--- src/rtl/rv32_pkg.sv ---
// Shared definitions for the RV32 front end: fetch FSM states, the canonical NOP,
// and helpers that validate queue depth and address width at elaboration.
package rv32_pkg;

    typedef enum logic [1:0] {
        IDLE  = 2'd0,
        RUN   = 2'd1,
        STALL = 2'd2
    } fetch_state_e;

    localparam logic [31:0] NOP = 32'h0000_0013;

    function automatic bit isPow2(input int unsigned value);
        return (value != 0) && ((value & (value - 1)) == 0);
    endfunction

    function automatic bit depthLegal(input int unsigned depth);
        return (depth >= 2) && isPow2(depth);
    endfunction

    function automatic bit xlenLegal(input int unsigned xlen);
        return (xlen == 32) || (xlen == 64);
    endfunction

endpackage

--- src/rtl/ifq_fifo.sv ---
// Circular instruction-queue storage with push, pop, flush and an occupancy count.
// Push and pop may coincide at any occupancy, including full; flush wins over both.
module ifq_fifo #(
    parameter int unsigned WIDTH = 64,
    parameter int unsigned DEPTH = 4,
    localparam int unsigned CNT_W = $clog2(DEPTH + 1),
    localparam int unsigned PTR_W = $clog2(DEPTH)
) (
    input  logic             clk_i,
    input  logic             rst_ni,
    input  logic             push_i,
    input  logic             pop_i,
    input  logic             flush_i,
    input  logic [WIDTH-1:0] wdata_i,
    output logic [WIDTH-1:0] rdata_o,
    output logic [CNT_W-1:0] count_o
);

    logic [WIDTH-1:0] mem_q [DEPTH];
    logic [PTR_W-1:0] rdPtr_q, rdPtr_d;
    logic [PTR_W-1:0] wrPtr_q, wrPtr_d;
    logic [CNT_W-1:0] count_q, count_d;

    // Pointers wrap naturally because DEPTH is a power of two.
    always_comb begin
        rdPtr_d = rdPtr_q;
        wrPtr_d = wrPtr_q;
        count_d = count_q;
        if (flush_i) begin
            rdPtr_d = '0;
            wrPtr_d = '0;
            count_d = '0;
        end else begin
            if (push_i) begin
                wrPtr_d = wrPtr_q + PTR_W'(1);
            end
            if (pop_i) begin
                rdPtr_d = rdPtr_q + PTR_W'(1);
            end
            count_d = count_q + CNT_W'(push_i) - CNT_W'(pop_i);
        end
    end

    always_ff @(posedge clk_i or negedge rst_ni) begin
        if (!rst_ni) begin
            for (int unsigned i = 0; i < DEPTH; i++) begin
                mem_q[i] <= '0;
            end
            rdPtr_q <= '0;
            wrPtr_q <= '0;
            count_q <= '0;
        end else begin
            rdPtr_q <= rdPtr_d;
            wrPtr_q <= wrPtr_d;
            count_q <= count_d;
            if (push_i && !flush_i) begin
                mem_q[wrPtr_q] <= wdata_i;
            end
        end
    end

    assign rdata_o = mem_q[rdPtr_q];
    assign count_o = count_q;

endmodule

--- src/rtl/ifetch_queue.sv ---
// Instruction fetch unit: issues word fetches under a queue credit check, tags them
// with an epoch so redirects discard stale responses, and buffers words in ifq_fifo.
module ifetch_queue #(
    parameter int unsigned     XLEN     = 32,
    parameter int unsigned     DEPTH    = 4,
    parameter logic [XLEN-1:0] RESET_PC = '0
) (
    input  logic                       clock,
    input  logic                       reset,
    output logic [XLEN-1:0]            imemaddr,
    output logic                       imemreq,
    input  logic [31:0]                imemdataout,
    input  logic                       redirect,
    input  logic [XLEN-1:0]            redirect_pc,
    output logic                       out_valid,
    input  logic                       out_ready,
    output logic [31:0]                out_instr,
    output logic [XLEN-1:0]            out_pc,
    output logic [$clog2(DEPTH+1)-1:0] count
);

    import rv32_pkg::*;

    localparam int unsigned CNT_W = $clog2(DEPTH + 1);

    if (!depthLegal(DEPTH)) begin : gDepthCheck
        $error("ifetch_queue: DEPTH must be a power of two and at least 2");
    end
    if (!xlenLegal(XLEN)) begin : gXlenCheck
        $error("ifetch_queue: XLEN must be 32 or 64");
    end
    if (RESET_PC[1:0] != 2'b00) begin : gResetPcCheck
        $error("ifetch_queue: RESET_PC must be word aligned");
    end

    fetch_state_e    state_q, state_d;
    logic [XLEN-1:0] pc_q, pc_d;
    logic [XLEN-1:0] reqPc_q, reqPc_d;
    logic            epoch_q, epoch_d;
    logic            reqEpoch_q, reqEpoch_d;
    logic            inflight_q, inflight_d;

    logic             push;
    logic             pop;
    logic             creditOk;
    logic [CNT_W:0]   occupancy;
    logic [CNT_W:0]   limit;
    logic [XLEN+31:0] fifoRdata;
    logic             unusedPcBits;

    assign unusedPcBits = ^redirect_pc[1:0];

    // out_valid comes from the registered count only, never from the memory data path.
    assign out_valid = (count != '0);
    assign pop       = out_valid && out_ready && !redirect;
    assign push      = inflight_q && (reqEpoch_q == epoch_q) && !redirect;

    // A new request is allowed if the queue can still hold it after this cycle's pop.
    assign occupancy = (CNT_W+1)'(count) + (CNT_W+1)'(inflight_q);
    assign limit     = (CNT_W+1)'(DEPTH) + (CNT_W+1)'(pop);
    assign creditOk  = occupancy < limit;

    assign imemreq  = (state_q == RUN) && creditOk && !redirect;
    assign imemaddr = pc_q;

    always_comb begin
        state_d = state_q;
        unique case (state_q)
            IDLE:    state_d = RUN;
            RUN:     if (!redirect && !creditOk) state_d = STALL;
            STALL:   if (redirect || creditOk) state_d = RUN;
            default: state_d = IDLE;
        endcase
    end

    // Each request records its PC and epoch; a redirect bumps the epoch so that
    // any response still tagged with the old epoch is never pushed.
    always_comb begin
        pc_d       = pc_q;
        epoch_d    = epoch_q;
        reqPc_d    = reqPc_q;
        reqEpoch_d = reqEpoch_q;
        inflight_d = imemreq;
        if (redirect) begin
            pc_d    = {redirect_pc[XLEN-1:2], 2'b00};
            epoch_d = ~epoch_q;
        end else if (imemreq) begin
            pc_d       = pc_q + XLEN'(4);
            reqPc_d    = pc_q;
            reqEpoch_d = epoch_q;
        end
    end

    always_ff @(posedge clock or negedge reset) begin
        if (!reset) begin
            state_q    <= IDLE;
            pc_q       <= RESET_PC;
            reqPc_q    <= '0;
            epoch_q    <= 1'b0;
            reqEpoch_q <= 1'b0;
            inflight_q <= 1'b0;
        end else begin
            state_q    <= state_d;
            pc_q       <= pc_d;
            reqPc_q    <= reqPc_d;
            epoch_q    <= epoch_d;
            reqEpoch_q <= reqEpoch_d;
            inflight_q <= inflight_d;
        end
    end

    ifq_fifo #(
        .WIDTH (XLEN + 32),
        .DEPTH (DEPTH)
    ) uFifo (
        .clk_i   (clock),
        .rst_ni  (reset),
        .push_i  (push),
        .pop_i   (pop),
        .flush_i (redirect),
        .wdata_i ({reqPc_q, imemdataout}),
        .rdata_o (fifoRdata),
        .count_o (count)
    );

    assign out_pc    = fifoRdata[XLEN+31:32];
    assign out_instr = fifoRdata[31:0];

endmodule

--- config.mk ---
export PLATFORM = sky130hd
export DESIGN_NAME = ifetch_queue
export DESIGN_NICKNAME = d
export VERILOG_FILES = /design/src/rtl/rv32_pkg.sv /design/src/rtl/ifq_fifo.sv /design/src/rtl/ifetch_queue.sv
export SDC_FILE = /design/constraint.sdc
export NUM_CORES = 1
export LEC_CHECK = 0
export BUFFER_PORTS_ARGS = -buffer_cell sky130_fd_sc_hd__clkbuf_2
export CELL_PAD_IN_SITES_DETAIL_PLACEMENT = 0
export CELL_PAD_IN_SITES_GLOBAL_PLACEMENT = 2
export CORE_AREA = 2 2 188 190
export DETAILED_ROUTE_END_ITERATION = 16
export DIE_AREA = 0 0 190 192
export HOLD_SLACK_MARGIN = 0.03
export PLACE_DENSITY_LB_ADDON = 0.1
export SYNTH_ARGS = -nofsm -noshare
export SYNTH_HDL_FRONTEND = slang
export SYNTH_SLANG_ARGS = --single-unit
--- constraint.sdc ---
create_clock -name clock -period 2.8 [get_ports clock]
set_clock_uncertainty 0.15 [all_clocks]
set_input_delay 0.56 -clock clock [delete_from_list [all_inputs] [get_ports clock]]
set_output_delay 0.56 -clock clock [all_outputs]
set_load 0.02 [all_outputs]
==> results.md <==
- Outcome: complete, but fails checks
- Violated checks: negative setup slack
- Starting DRT DRC Count: 368
- GP Congestion: 0.7446
- FFs w/ async S/R, synth: 1.000
- First-pass GRT wire length: 51.98 mm
- DR pass1 iterations: 4
- Max IR drop VDD: 0.0004746 V
- Kind of critical path: register to output pin
- Root buf cell: clkbuf_16
- Final setup viols: 1
- Post-route ant nets: 0
- Synth-to-layout area growth: 20.93%
- Commonest non-fill, non-tap cell in the layout: dfrtp_1
- Clock transition at path regs: 0.06 ns
- Yosys reg bits: 320
- CP arrival: 2.18 ns
- RSZ-0062 raised after global routing: yes
- Chip Height: 192 um
- CTS tree: done
- Total GRT Usage: 0.1839
- Initial antenna violation count: 0
- Top_reg_cell synth: dfrtp_1
- Crit-path max cell delay: 0.44 ns
- Boundary Pins: 169
- Fin crit period: 2.891 ns
- Final WL: 32.36 mm
- CTS Buffer Depth: 3
- Clk sinks: 320
- Crit path max-delay family: compound AO/OA/AOI/OAI gates
- Synth Area per Inst: 15.30 um2
- Vias post-DR: 8487
- WL per Instance: 20.05 um
- # rows: 68
- Pwr Total: 18.42 mW
- Least-Margin Pin Slew: 0.5705 ns
- Ant diodes: 0
- Worst skew pair latency: 0.52 ns
- Post-layout worst setup margin: -0.09122 ns
- Worst path slowest cell: o41a_4
- Fmax: 345.9 MHz
- Worst Hold Slack: 0.09936 ns
- Slew headroom: 0.6196
- Hold Vio Cnt, Final: 0
- Via/cell ratio: 5.258
- Worst Path Required: 2.09 ns
- Num CTS Buffers: 37
- Die ar.: 0.03648 mm2
- Largest net degree at the start of global routing: 71
- Number of global-route vias before repair: 8963
- Fin nets: 1209
- PwrDens: 1063 mW/mm2
- Die X: 190 um
- Seq/Total Area, Yosys: 0.5590
- Share of cells above drive strength 1: 0.5470
- Distinct cells, synth: 50
- Fillers: 3047
- HPWL Detailed: 21.42 mm
- Crit path max fanout: 2
- CP Buf/Inv Count: 1
- H-tree depth: 2
- Gr ovfl total: 0
- Max-slew violations: 0
- CP Cell Sequence: ha_2 > ha_4 > o41a_4 > nor3_4 > clkbuf_8
- Initial Util: 0.4177
- Syn Inst Count: 936
- Synth Warn #: 0
- Setup crit start kind: register
- Crit end category: output pin
- Most frequent cells in the layout: 318 x dfrtp_1, 280 x mux2_2, 160 x clkbuf_2
- # port buffers: 162
- EDFF count, synth: 0
- DRC Markers: 0
- Core area: 0.03429 mm2
- Worst hold path type: input pin to register
- Pleak: 8.059 nW
- Post-Syn Area: 0.01432 mm2
- Final worst-path cycle share: 1.033
- Max-cap violations: 0
[power breakdown]
part           internal [mW]  switching, mW
sequential              6.26           1.08
clock                   3.00           1.87
combinational           3.28           2.93
[per-stage QoR]
| stage | setup slack [ns] | utilization | TNS (ns) | area [um2] | cells |
|---|---|---|---|---|---|
| after floorplan | 0.01927 | - | 0 | 14340 | 939 |
| after global placement | 0.1162 | 0.4662 | 0 | 15990 | 1541 |
| after detailed placement | 0.1172 | 0.4662 | 0 | 15990 | 1541 |
| after CTS | -0.09966 | 0.5050 | -0.09966 | 17310 | 1614 |
| after global routing | -0.1526 | 0.5052 | -0.1526 | 17320 | 1614 |
| final | -0.09122 | 0.5052 | -0.09122 | 17320 | 1614 |
[Yosys cell counts, types with 3 or more instances]
library cell	n	area, um2
mux4_2	62	1396
inv_1	8	30.03
o21ai_1	14	70.07
a31oi_1	4	25.02
dfrtp_1	320	8008
and3_1	5	31.28
nor2_1	14	52.55
and4_1	6	52.55
xor2_1	7	61.31
nand2_1	44	165.2
nand3_1	14	70.07
buf_2	35	175.2
o21ai_0	10	50.05
nor4b_2	4	60.06
nor4_1	5	31.28
nand4_1	6	37.54
clkbuf_1	14	52.55
xnor2_1	23	201.4
nor4_2	7	87.58
and2_1	3	18.77
buf_4	4	30.03
ha_1	10	125.1
mux2_2	280	3153
nor3_1	4	20.02
[final timing paths]
path	startpoint	to	slack (ns)	depth (start not counted)
setup / recovery	uFifo.count_o[0]$_DFF_PN0_	imemreq	-0.09	5
hold reg to reg	uFifo.mem_q[70]$_DFFE_PN0P_	uFifo.mem_q[70]$_DFFE_PN0P_	0.35	1
max in group asynchronous	reset	imemaddr[20]$_DFFE_PN0P_	1.22	3
setup reg to reg	uFifo.count_o[0]$_DFF_PN0_	imemaddr[28]$_DFFE_PN0P_	0.28	7
min in group asynchronous	reset	uFifo.mem_q[200]$_DFFE_PN0P_	0.44	2
hold / removal	redirect_pc[5]	imemaddr[5]$_DFFE_PN0P_	0.1	3
[tightest hold or removal path: cells and delay by family]
family                 cells  cell delay, ns
AND/OR/NAND/NOR            1            0.04
AO/OA/AOI/OAI              1            0.05
buffers and inverters      1            0.07
[timing repair]
item,CTS,global route
resized for setup,6,2
cloned,0,0
pin swaps,3,0
hold buffers,1,0
buffers inserted,4,0
setup endpoints to repair,4,19
endpoints found under the hold margin,59,0
[sequential cells by signal, summed over array words and instances, names as in the netlist]
signal         count
uFifo.mem_q      248
uFifo.wrPtr_q      2
epoch_q            1
state_q            2
imemaddr          30
reqPc_q           30
inflight_q         1
uFifo.count_o      3
uFifo.rdPtr_q      2
reqEpoch_q         1
[final cells by class]
cell class,instances,area (um2),area share
inverters,9,33.78,0.001950
clock buffers,57,1144,0.06602
multi-input cells,554,6057,0.3497
clock inverters,11,113.9,0.006573
well taps,455,569.3,0.03287
flip-flops and latches,320,8015,0.4627
repair buffers,208,1389,0.08018
[kinds of logic after synthesis]
family	after synthesis	synth area share
AO/OA/AOI/OAI	41	0.01983
XOR/XNOR	30	0.01834
adder cells (fa/ha/maj)	12	0.01083
buffers and inverters	65	0.02219
flip-flops	320	0.5590
multiplexers	343	0.3183
other	1	0.0002618
AND/OR/NAND/NOR	124	0.05119
[layer usage]
| layer | track usage | wire (um) |
|---|---|---|
| met1 | 0.2720 | 15860 |
| met2 | 0.2869 | 14850 |
| met3 | 0.02814 | 1156 |
| met4 | 0.04144 | 489 |
| met5 | 0 | 0 |
(Power assumes the default switching activity.)
